**config.mk**
```make
export PLATFORM = sky130hd
export DESIGN_NAME = key_voice_scheduler
export DESIGN_NICKNAME = d
export VERILOG_FILES = /design/src/rtl/key_sched_pkg.sv /design/src/rtl/voice_pick.sv /design/src/rtl/key_voice_scheduler.sv
export SDC_FILE = /design/constraint.sdc
export NUM_CORES = 1
export LEC_CHECK = 0
export CAP_MARGIN = 20
export CORE_UTILIZATION = 40
export CTS_CLUSTER_SIZE = 30
export DETAILED_ROUTE_END_ITERATION = 7
export PLACE_DENSITY = 0.63
export SLEW_MARGIN = 20
export SYNTH_ARGS = -nofsm -noshare
export SYNTH_HDL_FRONTEND = slang
export SYNTH_SLANG_ARGS = --single-unit
export TNS_END_PERCENT = 30
```
**constraint.sdc**
```tcl
create_clock -name TP_DCLK -period 2.3 [get_ports TP_DCLK]
set_clock_uncertainty 0.2 [all_clocks]
set_input_delay 0.46 -clock TP_DCLK [delete_from_list [all_inputs] [get_ports TP_DCLK]]
set_output_delay 0.46 -clock TP_DCLK [all_outputs]
set_load 0.1 [all_outputs]
```
**src/rtl/key_sched_pkg.sv**
```systemverilog
// Shared widths, FSM states and the command bundle for the key voice scheduler.
package key_sched_pkg;
  localparam int N_KEYS    = 4;
  localparam int N_VOICES  = 2;
  localparam int AGE_WIDTH = 4;
  localparam int KW = $clog2(N_KEYS);
  localparam int VW = (N_VOICES > 1) ? $clog2(N_VOICES) : 1;

  typedef enum logic [1:0] {
    IDLE,
    SEND,
    STEAL_OFF
  } state_t;

  typedef struct packed {
    logic          on;
    logic [VW-1:0] voice;
    logic [KW-1:0] key;
  } cmd_t;
endpackage

```
**src/rtl/voice_pick.sv**
```systemverilog
// Combinational voice selector: lowest free voice and oldest busy victim.
module voice_pick
  import key_sched_pkg::*;
#(
  parameter int NV = N_VOICES,
  parameter int AW = AGE_WIDTH
) (
  input  logic [NV-1:0]    busy,
  input  logic [NV*AW-1:0] age,
  output logic             any_free,
  output logic [VW-1:0]    free_v,
  output logic [VW-1:0]    victim_v
);
  logic [AW-1:0] best;

  always_comb begin
    any_free = 1'b0;
    free_v   = '0;
    victim_v = '0;
    best     = '0;
    for (int i = NV - 1; i >= 0; i--) begin
      if (!busy[i]) begin
        any_free = 1'b1;
        free_v   = VW'(i);
      end
    end
    // strict compare keeps the lowest index on an age tie
    for (int i = 0; i < NV; i++) begin
      if (age[i*AW +: AW] > best) begin
        best     = age[i*AW +: AW];
        victim_v = VW'(i);
      end
    end
  end
endmodule

```
**src/rtl/key_voice_scheduler.sv**
```systemverilog
// Key edge capture, voice allocation with oldest-voice stealing, and the
// note-on/note-off command handshake towards the tone engine.
module key_voice_scheduler
  import key_sched_pkg::*;
#(
  parameter int NUM_KEYS   = N_KEYS,
  parameter int NUM_VOICES = N_VOICES,
  parameter int AGE_W      = AGE_WIDTH
) (
  input  logic                     TP_DCLK,
  input  logic                     rst,
  input  logic [NUM_KEYS-1:0]      pianokey,
  output logic                     cmd_valid,
  input  logic                     cmd_ready,
  output logic                     cmd_on,
  output logic [VW-1:0]            cmd_voice,
  output logic [KW-1:0]            cmd_key,
  output logic [NUM_VOICES-1:0]    voice_busy,
  output logic [NUM_VOICES*KW-1:0] voice_key
);
  state_t state;
  cmd_t   cmd;

  logic [KW-1:0]            svc_key;
  logic                     svc_on;
  logic [NUM_KEYS-1:0]      key_q;
  logic [NUM_KEYS-1:0]      press_pend;
  logic [NUM_KEYS-1:0]      rel_pend;
  logic [NUM_VOICES-1:0]    busy;
  logic [NUM_VOICES*KW-1:0] vkey;
  logic [NUM_VOICES*AGE_W-1:0] age;

  logic [NUM_KEYS-1:0] rise, fall;
  logic [NUM_KEYS-1:0] clr_press, clr_rel, inflight;
  logic [NUM_KEYS-1:0] press_nx, rel_nx;
  logic                rel_any, press_any, hold_any;
  logic [KW-1:0]       rel_k, press_k;
  logic [VW-1:0]       hold_v;
  logic                any_free;
  logic [VW-1:0]       free_v, victim_v;

  voice_pick #(
    .NV(NUM_VOICES),
    .AW(AGE_W)
  ) u_pick (
    .busy    (busy),
    .age     (age),
    .any_free(any_free),
    .free_v  (free_v),
    .victim_v(victim_v)
  );

  assign rise = pianokey & ~key_q;
  assign fall = ~pianokey & key_q;

  always_comb begin
    rel_any   = 1'b0;
    rel_k     = '0;
    press_any = 1'b0;
    press_k   = '0;
    for (int i = NUM_KEYS - 1; i >= 0; i--) begin
      if (rel_pend[i]) begin
        rel_any = 1'b1;
        rel_k   = KW'(i);
      end
      if (press_pend[i]) begin
        press_any = 1'b1;
        press_k   = KW'(i);
      end
    end
    hold_any = 1'b0;
    hold_v   = '0;
    for (int i = NUM_VOICES - 1; i >= 0; i--) begin
      if (busy[i] && vkey[i*KW +: KW] == rel_k) begin
        hold_any = 1'b1;
        hold_v   = VW'(i);
      end
    end
  end

  // A press already committed to a command cannot be cancelled by a
  // quick release; that release is queued as a normal note-off instead.
  always_comb begin
    clr_press = '0;
    clr_rel   = '0;
    inflight  = '0;
    unique case (state)
      IDLE: begin
        if (rel_any) begin
          if (!hold_any) clr_rel[rel_k] = 1'b1;
        end else if (press_any) begin
          inflight[press_k] = 1'b1;
        end
      end
      SEND: begin
        if (svc_on) inflight[svc_key] = 1'b1;
        if (cmd_ready) begin
          if (svc_on) clr_press[svc_key] = 1'b1;
          else        clr_rel[svc_key]   = 1'b1;
        end
      end
      STEAL_OFF: inflight[svc_key] = 1'b1;
      default: ;
    endcase
  end

  always_comb begin
    press_nx = press_pend & ~clr_press;
    rel_nx   = rel_pend & ~clr_rel;
    for (int k = 0; k < NUM_KEYS; k++) begin
      if (rise[k]) press_nx[k] = 1'b1;
      if (fall[k]) begin
        if (press_pend[k] && !inflight[k]) press_nx[k] = 1'b0;
        else                               rel_nx[k]   = 1'b1;
      end
    end
  end

  always_ff @(posedge TP_DCLK) begin
    if (rst) begin
      state      <= IDLE;
      cmd        <= '0;
      cmd_valid  <= 1'b0;
      svc_key    <= '0;
      svc_on     <= 1'b0;
      key_q      <= '0;
      press_pend <= '0;
      rel_pend   <= '0;
      busy       <= '0;
      vkey       <= '0;
      age        <= '0;
    end else begin
      key_q      <= pianokey;
      press_pend <= press_nx;
      rel_pend   <= rel_nx;
      unique case (state)
        IDLE: begin
          if (rel_any) begin
            if (hold_any) begin
              cmd       <= '{on: 1'b0, voice: hold_v, key: rel_k};
              svc_key   <= rel_k;
              svc_on    <= 1'b0;
              cmd_valid <= 1'b1;
              state     <= SEND;
            end
          end else if (press_any) begin
            svc_key   <= press_k;
            svc_on    <= 1'b1;
            cmd_valid <= 1'b1;
            if (any_free) begin
              cmd   <= '{on: 1'b1, voice: free_v, key: press_k};
              state <= SEND;
            end else begin
              cmd   <= '{on: 1'b0, voice: victim_v,
                         key: vkey[victim_v*KW +: KW]};
              state <= STEAL_OFF;
            end
          end
        end
        SEND: begin
          if (cmd_ready) begin
            cmd_valid <= 1'b0;
            state     <= IDLE;
            if (cmd.on) begin
              busy[cmd.voice]            <= 1'b1;
              vkey[cmd.voice*KW +: KW]   <= cmd.key;
              for (int i = 0; i < NUM_VOICES; i++) begin
                if (VW'(i) == cmd.voice)
                  age[i*AGE_W +: AGE_W] <= '0;
                else if (busy[i] && age[i*AGE_W +: AGE_W] != {AGE_W{1'b1}})
                  age[i*AGE_W +: AGE_W] <= age[i*AGE_W +: AGE_W] + 1'b1;
              end
            end else begin
              busy[cmd.voice]                <= 1'b0;
              age[cmd.voice*AGE_W +: AGE_W]  <= '0;
            end
          end
        end
        STEAL_OFF: begin
          if (cmd_ready) begin
            cmd   <= '{on: 1'b1, voice: cmd.voice, key: svc_key};
            state <= SEND;
          end
        end
        default: state <= IDLE;
      endcase
    end
  end

  assign cmd_on     = cmd.on;
  assign cmd_voice  = cmd.voice;
  assign cmd_key    = cmd.key;
  assign voice_busy = busy;
  assign voice_key  = vkey;
endmodule

```
# [Word-level counts from Yosys, hierarchy flattened]
# Cells that the tools add are included.
[classes] shifts=5 n_eq_ne=13 order_cmp=10 n_addsub=4 muxes=94 bitwise=12 n_reduce_logical=29
[ops] operator="4-bit 2-to-1 mux" count=19
[ops] operator="1-bit 2-to-1 mux" count=45
[ops] operator="2-bit 2-to-1 mux" count=18
[ops] operator="2-bit negation with 34-bit output" count=1
[ops] operator="3-bit negation with 34-bit output" count=1
[ops] operator="2-bit by 34-bit variable shift with 4-bit output (first input constant)" count=1
[ops] operator="4-bit by 34-bit variable shift with 8-bit output (first input constant)" count=1
[ops] operator="2-bit by 34-bit variable part select with 4-bit output" count=1
[ops] operator="4-bit by 34-bit variable part select with 8-bit output (first input constant)" count=1
[ops] operator="4-bit AND" count=4
[ops] operator="4-bit NOT" count=4
[ops] operator="4-bit one-hot mux with 2 select lines" count=2
[ops] operator="4-bit AND reduction" count=4
[ops] operator="1-bit logical AND" count=12
[ops] operator="4-bit one-hot mux with 3 select lines" count=1
[ops] operator="3-bit AND reduction" count=4
[ops] operator="2-bit by 3-bit less-than comparator with 1-bit output (second input constant)" count=3
[ops] operator="4-bit by 1-bit adder with 4-bit output (second input constant)" count=2
[ops] operator="8-bit bitwise mux" count=1
[ops] operator="8-bit 2-to-1 mux" count=1
[ops] operator="4-bit != test (second input constant)" count=2
[ops] operator="1-bit demux with 2-bit select" count=3
[ops] operator="2-bit by 1-bit >= comparator with 1-bit output (second input constant)" count=3
[ops] operator="3-bit by 2-bit != test with 1-bit output (second input constant)" count=2
[ops] operator="23 further kinds" count=31
[totals] elab_cells=181 register_bits=36 output_inout_bits=11 in_bits=7

# [Logic depth before layout (Yosys ltp)]
[logic_depth] word_depth=15 depth_mapped=10

# [Hierarchy]
# A second synthesis with hierarchy kept.
[unflattened] cells_unflattened=281 area_unflattened_um2=2255.9
[by_module_without_submodules] module="key_voice_scheduler" area_each_um2=2145.8 cells_per_inst=264 seq_area_each_um2=720.7 n_inst=1
[by_module_without_submodules] module="voice_pick" area_each_um2=110.1 cells_per_inst=17 seq_area_each_um2=0.0 n_inst=1

# [Worst setup path before layout]
# Ideal clock, no wire load.
[synth_path] path_type="register to register" from="register vkey[1] (netlist: voice_key[1])" to="register cmd, in the netlist cmd_key[0]" arrival_time_ns=2.391 period_less_slack_ns=2.663 path_slack_ns=-0.363 path_stages_with_launch=7 n_path_buf=1 path_cell_list="dfxtp_1 o21ai_1 and4_4 or3_1 buf_6 a32oi_4 mux2i_1"
[synth_between] elab_chain_cells=5
[synth_lines] element="start: declaration" line_no="key_voice_scheduler.sv:30" source="logic [NUM_VOICES*KW-1:0] vkey;"
[synth_lines] element="start signal: indexed assignment" line_no="key_voice_scheduler.sv:166" source="vkey[cmd.voice*KW +: KW] <= cmd.key;"
[synth_lines] element="2-bit equality test" line_no="key_voice_scheduler.sv:74" source="if (busy[i] && vkey[i*KW +: KW] == rel_k) begin"
[synth_lines] element="1-bit logical AND" line_no="key_voice_scheduler.sv:74"
[synth_lines] element="1-bit 2-to-1 mux" line_no="key_voice_scheduler.sv:74"
[synth_lines] element="3-bit != test (no line)"
[synth_lines] element="4-bit AND reduction (no line)"
[synth_lines] element="end signal: assignment" line_no="key_voice_scheduler.sv:140" source="cmd <= '{on: 1'b0, voice: hold_v, key: rel_k};"
[synth_lines] element="end signal: assignment" line_no="key_voice_scheduler.sv:151" source="cmd <= '{on: 1'b1, voice: free_v, key: press_k};"
[synth_lines] element="end signal: assignment" line_no="key_voice_scheduler.sv:154" source="cmd <= '{on: 1'b0, voice: victim_v,"
[synth_lines] element="end: declaration" line_no="key_voice_scheduler.sv:22" source="cmd_t cmd;"
# No other way between the ends.
# A chain may end at the register's enable or synchronous reset.

# [Worst setup path after layout]
[layout_path] from="register age[1]" to="register cmd, in the netlist cmd_key[1]"
[layout_between] elab_chain_cells=9
[layout_lines] element="start: declaration" line_no="key_voice_scheduler.sv:31" source="logic [NUM_VOICES*AGE_W-1:0] age;"
[layout_lines] element="start signal: indexed assignment" line_no="key_voice_scheduler.sv:171" source="age[i*AGE_W +: AGE_W] <= age[i*AGE_W +: AGE_W] + 1'b1;"
[layout_lines] element="4-bit by 1-bit > comparator with 1-bit output" line_no="voice_pick.sv:29" source="if (age[i*AW +: AW] > best) begin"
[layout_lines] element="4-bit 2-to-1 mux (*)" line_no="voice_pick.sv:29"
[layout_lines] element="4-bit > comparator (*)" line_no="voice_pick.sv:29"
[layout_lines] element="1-bit 2-to-1 mux (*)" line_no="voice_pick.sv:29"
[layout_lines] element="4-bit by 3-bit variable part select with 2-bit output (*)" line_no="key_voice_scheduler.sv:155" source="key: vkey[victim_v*KW +: KW]};"
[layout_lines] element="4-bit 2-to-1 mux (*)" line_no="key_voice_scheduler.sv:150" source="if (any_free) begin"
[layout_lines] element="4-bit 2-to-1 mux (*)" line_no="key_voice_scheduler.sv:146" source="end else if (press_any) begin"
[layout_lines] element="4-bit 2-to-1 mux (*)" line_no="key_voice_scheduler.sv:138" source="if (rel_any) begin"
[layout_lines] element="4-bit one-hot mux with 2 select lines (*)" line_no="key_voice_scheduler.sv:136" source="unique case (state)"
# Mark *: on every way between the ends. The rest lies on a longest branch, timed or not. The select of a mux whose other input is x is not followed.

==> impl_metrics.env <==
export IMPL_nNetsFinal=342
export IMPL_synth_commonest_cells="dfxtp_1 (36), nor2_1 (30), a21oi_1 (22)"
export IMPL_pin_count=18
export IMPL_crit_type="reg2reg"
export IMPL_start_util_pct=42.4
export IMPL_hold_ws_ns=0.267
export IMPL_drt_wirelength_per_cell_um=15.5
export IMPL_slowest_stage="dfxtp_2"
export IMPL_grt_setup_unrepaired="yes"
export IMPL_clk_latency_ns=0.29
export IMPL_slowest_delay_ns=0.34
export IMPL_cts_hold_buf=0
export IMPL_dieArea_sq_mm=0.00582
export IMPL_drive_gt1_share_pct=27.4
export IMPL_ys_flop_type="dfxtp_1"
export IMPL_power_mw=1.84
export IMPL_antenna_found_initial=0
export IMPL_drv_slew=0
export IMPL_fin_cells=399
export IMPL_worstPathArrival_ns=2.34
export IMPL_tns_ns=-0.0181
export IMPL_yosysSeqAreaShare_pct=32.6
export IMPL_syn_nets=290
export IMPL_grt_start_max_net_pins=14
export IMPL_avgSynthCellArea_sq_um=8.00
export IMPL_endpoint_kind="flop"
export IMPL_place_gp_congestion=0.902
export IMPL_fin_crit_sh_pct=101
export IMPL_synth_top_area_share_pct=32.6
export IMPL_cts_buffers=5
export IMPL_fin_ws_ns=-0.0181
export IMPL_detailed_place_hpwl_um=4560
export IMPL_regArea_sq_um=728
export IMPL_ys_ff_latch=36
export IMPL_coreArea_sq_mm=0.00520
export IMPL_max_clock_freq_mhz=431
export IMPL_via_per_inst=5.80
export IMPL_grt_pass1_vias=2215
export IMPL_synth_area_leaders="dfxtp_1 (33%), nor2_1 (5.1%), a21oi_1 (5.0%), ha_1 (4.0%), nand2_1 (3.6%)"
export IMPL_nFillCells=478
export IMPL_vias=2313
export IMPL_power_density_mw_per_mm2=633
export IMPL_start_kind="flop"
export IMPL_track_usage_pct=22.4
export IMPL_drtIter0Drc=204
export IMPL_area_delta_synth_final_pct=31.6
export IMPL_core_rowCount=26
export IMPL_antenna_left=0
export IMPL_fin_area_sq_mm=0.00291
export IMPL_synth_edff_count=0
export IMPL_grt_first_pass_wirelength_um=10500
export IMPL_drt_first_pass_iters=4
export IMPL_antenna_cells=0
export IMPL_dpl_cell_area_sq_mm=0.00271
export IMPL_dp_cells=388
export IMPL_place_ws_ns=-0.152
export IMPL_cp_cell_sequence="inv_2 -> ha_4 -> a31oi_4 -> ha_2 -> nor2b_1 -> o211a_1 -> or2_4 -> a211o_1 -> a311o_1 -> mux2i_1"
export IMPL_hp_class="reg2reg"
export IMPL_synthMostInstantiatedCell="dfxtp_1"
export IMPL_drt_wl_total_um=6200
export IMPL_multi_input_area_sq_mm=0.00147
export IMPL_status="finished, violations left"
export IMPL_p_leak_nw=1.10
export IMPL_max_slew_margin_pct=70.0
export IMPL_synth_area_sq_mm=0.00221
export IMPL_worstPathMaxFanout=3
export IMPL_worst_path_buf_inv=1
export IMPL_tightest_slew_ns=0.450
export IMPL_ir_worst_vdd_mv=0.508
export IMPL_io_buffers=17
export IMPL_htree_levels=2
export IMPL_path_clk_slew_ns=0.07
export IMPL_cts_tree="built"
export IMPL_hold_viol=0
export IMPL_violations="negative setup slack"
export IMPL_grt_overflow_total=0
export IMPL_root_buffer="clkbuf_8"
export IMPL_setup_violations=1
export IMPL_die_y_um=76.3
export IMPL_numClockSinks=36
export IMPL_clock_path_buffers=2
export IMPL_synthArstFlopShare_pct=0
export IMPL_postSynthCellCount=276
export IMPL_synth_largest_area_cell="dfxtp_1"
export IMPL_drv_cap=0
export IMPL_min_period_ns=2.32
export IMPL_critPathTopFamily="compound AO/OA/AOI/OAI gates"
export IMPL_synthDistinctLibCells=59
export IMPL_synth_warnings=0
export IMPL_postLayoutCoreUtil_pct=55.8
export IMPL_die_width_um=76.3
export IMPL_required_ns=2.33
export IMPL_post_route_drc_count=0
[metal layers]
layer | share of wire, % | GRT usage (%) | routed length [um]
met5 | 0 | 0 | 0
met2 | 45 | 34.7 | 2760
met4 | 1.8 | 8.46 | 111
met1 | 48 | 30.5 | 2960
met3 | 5.9 | 4.55 | 364
[power by group]
part           total, mW  internal [mW]  switching, mW
combinational      0.632          0.253          0.379
clock              0.473          0.244          0.229
sequential         0.735          0.668         0.0666
[layout by cell type, fill, tap and decap left out, types with 5 or more instances in the layout]
cell,n
clkbuf_8,6
buf_4,48
nor2b_1,9
o21ai_0,13
ha_1,5
nand4_1,6
nand2b_1,5
clkdlybuf4s50_1,6
inv_1,11
nand2_1,21
a31oi_1,6
a21oi_1,22
nor2_1,29
nand3_1,12
dfxtp_2,6
dfxtp_1,30
[registers in the layout (all words and copies together), names as in the netlist, named ones only]
signal      flops
key_q           4
svc_on          1
voice_key       4
state           2
cmd_key         2
age             8
cmd_valid       1
press_pend      4
cmd_on          1
svc_key         2
cmd_voice       1
rel_pend        4
[worst reg2reg max path: stages (launching register included)]
cell	delay (ns)
dfxtp_2	0.34
inv_2	0.05
ha_4	0.15
a31oi_4	0.15
ha_2	0.18
nor2b_1	0.04
o211a_1	0.21
or2_4	0.24
a211o_1	0.26
a311o_1	0.31
mux2i_1	0.12
[what timing repair did]
| action | 4_1_cts | 5_1_grt |
|---|---|---|
| gates cloned | 0 | 1 |
| pin swaps | 6 | 5 |
| gates resized for setup | 5 | 14 |
| setup endpoints to repair | 9 | 11 |
| setup buffers | 1 | 1 |
[area by class of cell]
| cell class | count | area share, % |
|---|---|---|
| Sequential cell | 36 | 25.1 |
| Inverter | 13 | 1.68 |
| Tap cell | 70 | 3.01 |
| Multi-Input combinational cell | 215 | 50.6 |
| Clock buffer | 8 | 3.10 |
| Timing Repair Buffer | 57 | 16.5 |
[final timing paths]
check / start / endpoint / slack [ns] / cells after the start
worst max-delay path: age[1]$_SDFFE_PP0P_ / cmd_key[1]$_SDFFE_PP0P_ / -0.02 / 10
worst max register to register: age[1]$_SDFFE_PP0P_ / cmd_key[1]$_SDFFE_PP0P_ / -0.02 / 10
worst min register to register: key_q[2]$_SDFF_PP0_ / press_pend[2]$_SDFF_PP0_ / 0.27 / 1
worst min-delay path: key_q[2]$_SDFF_PP0_ / press_pend[2]$_SDFF_PP0_ / 0.27 / 1
[cells by family after synthesis]
family / synth area share, %
AO/OA/AOI/OAI: 29.3
XOR/XNOR: 0.793
adder cells (fa/ha/maj): 3.97
buffers and inverters: 5.10
flip-flops: 32.6
multiplexers: 0.907
AND/OR/NAND/NOR: 27.3
Power figures use the tool's default switching activity.
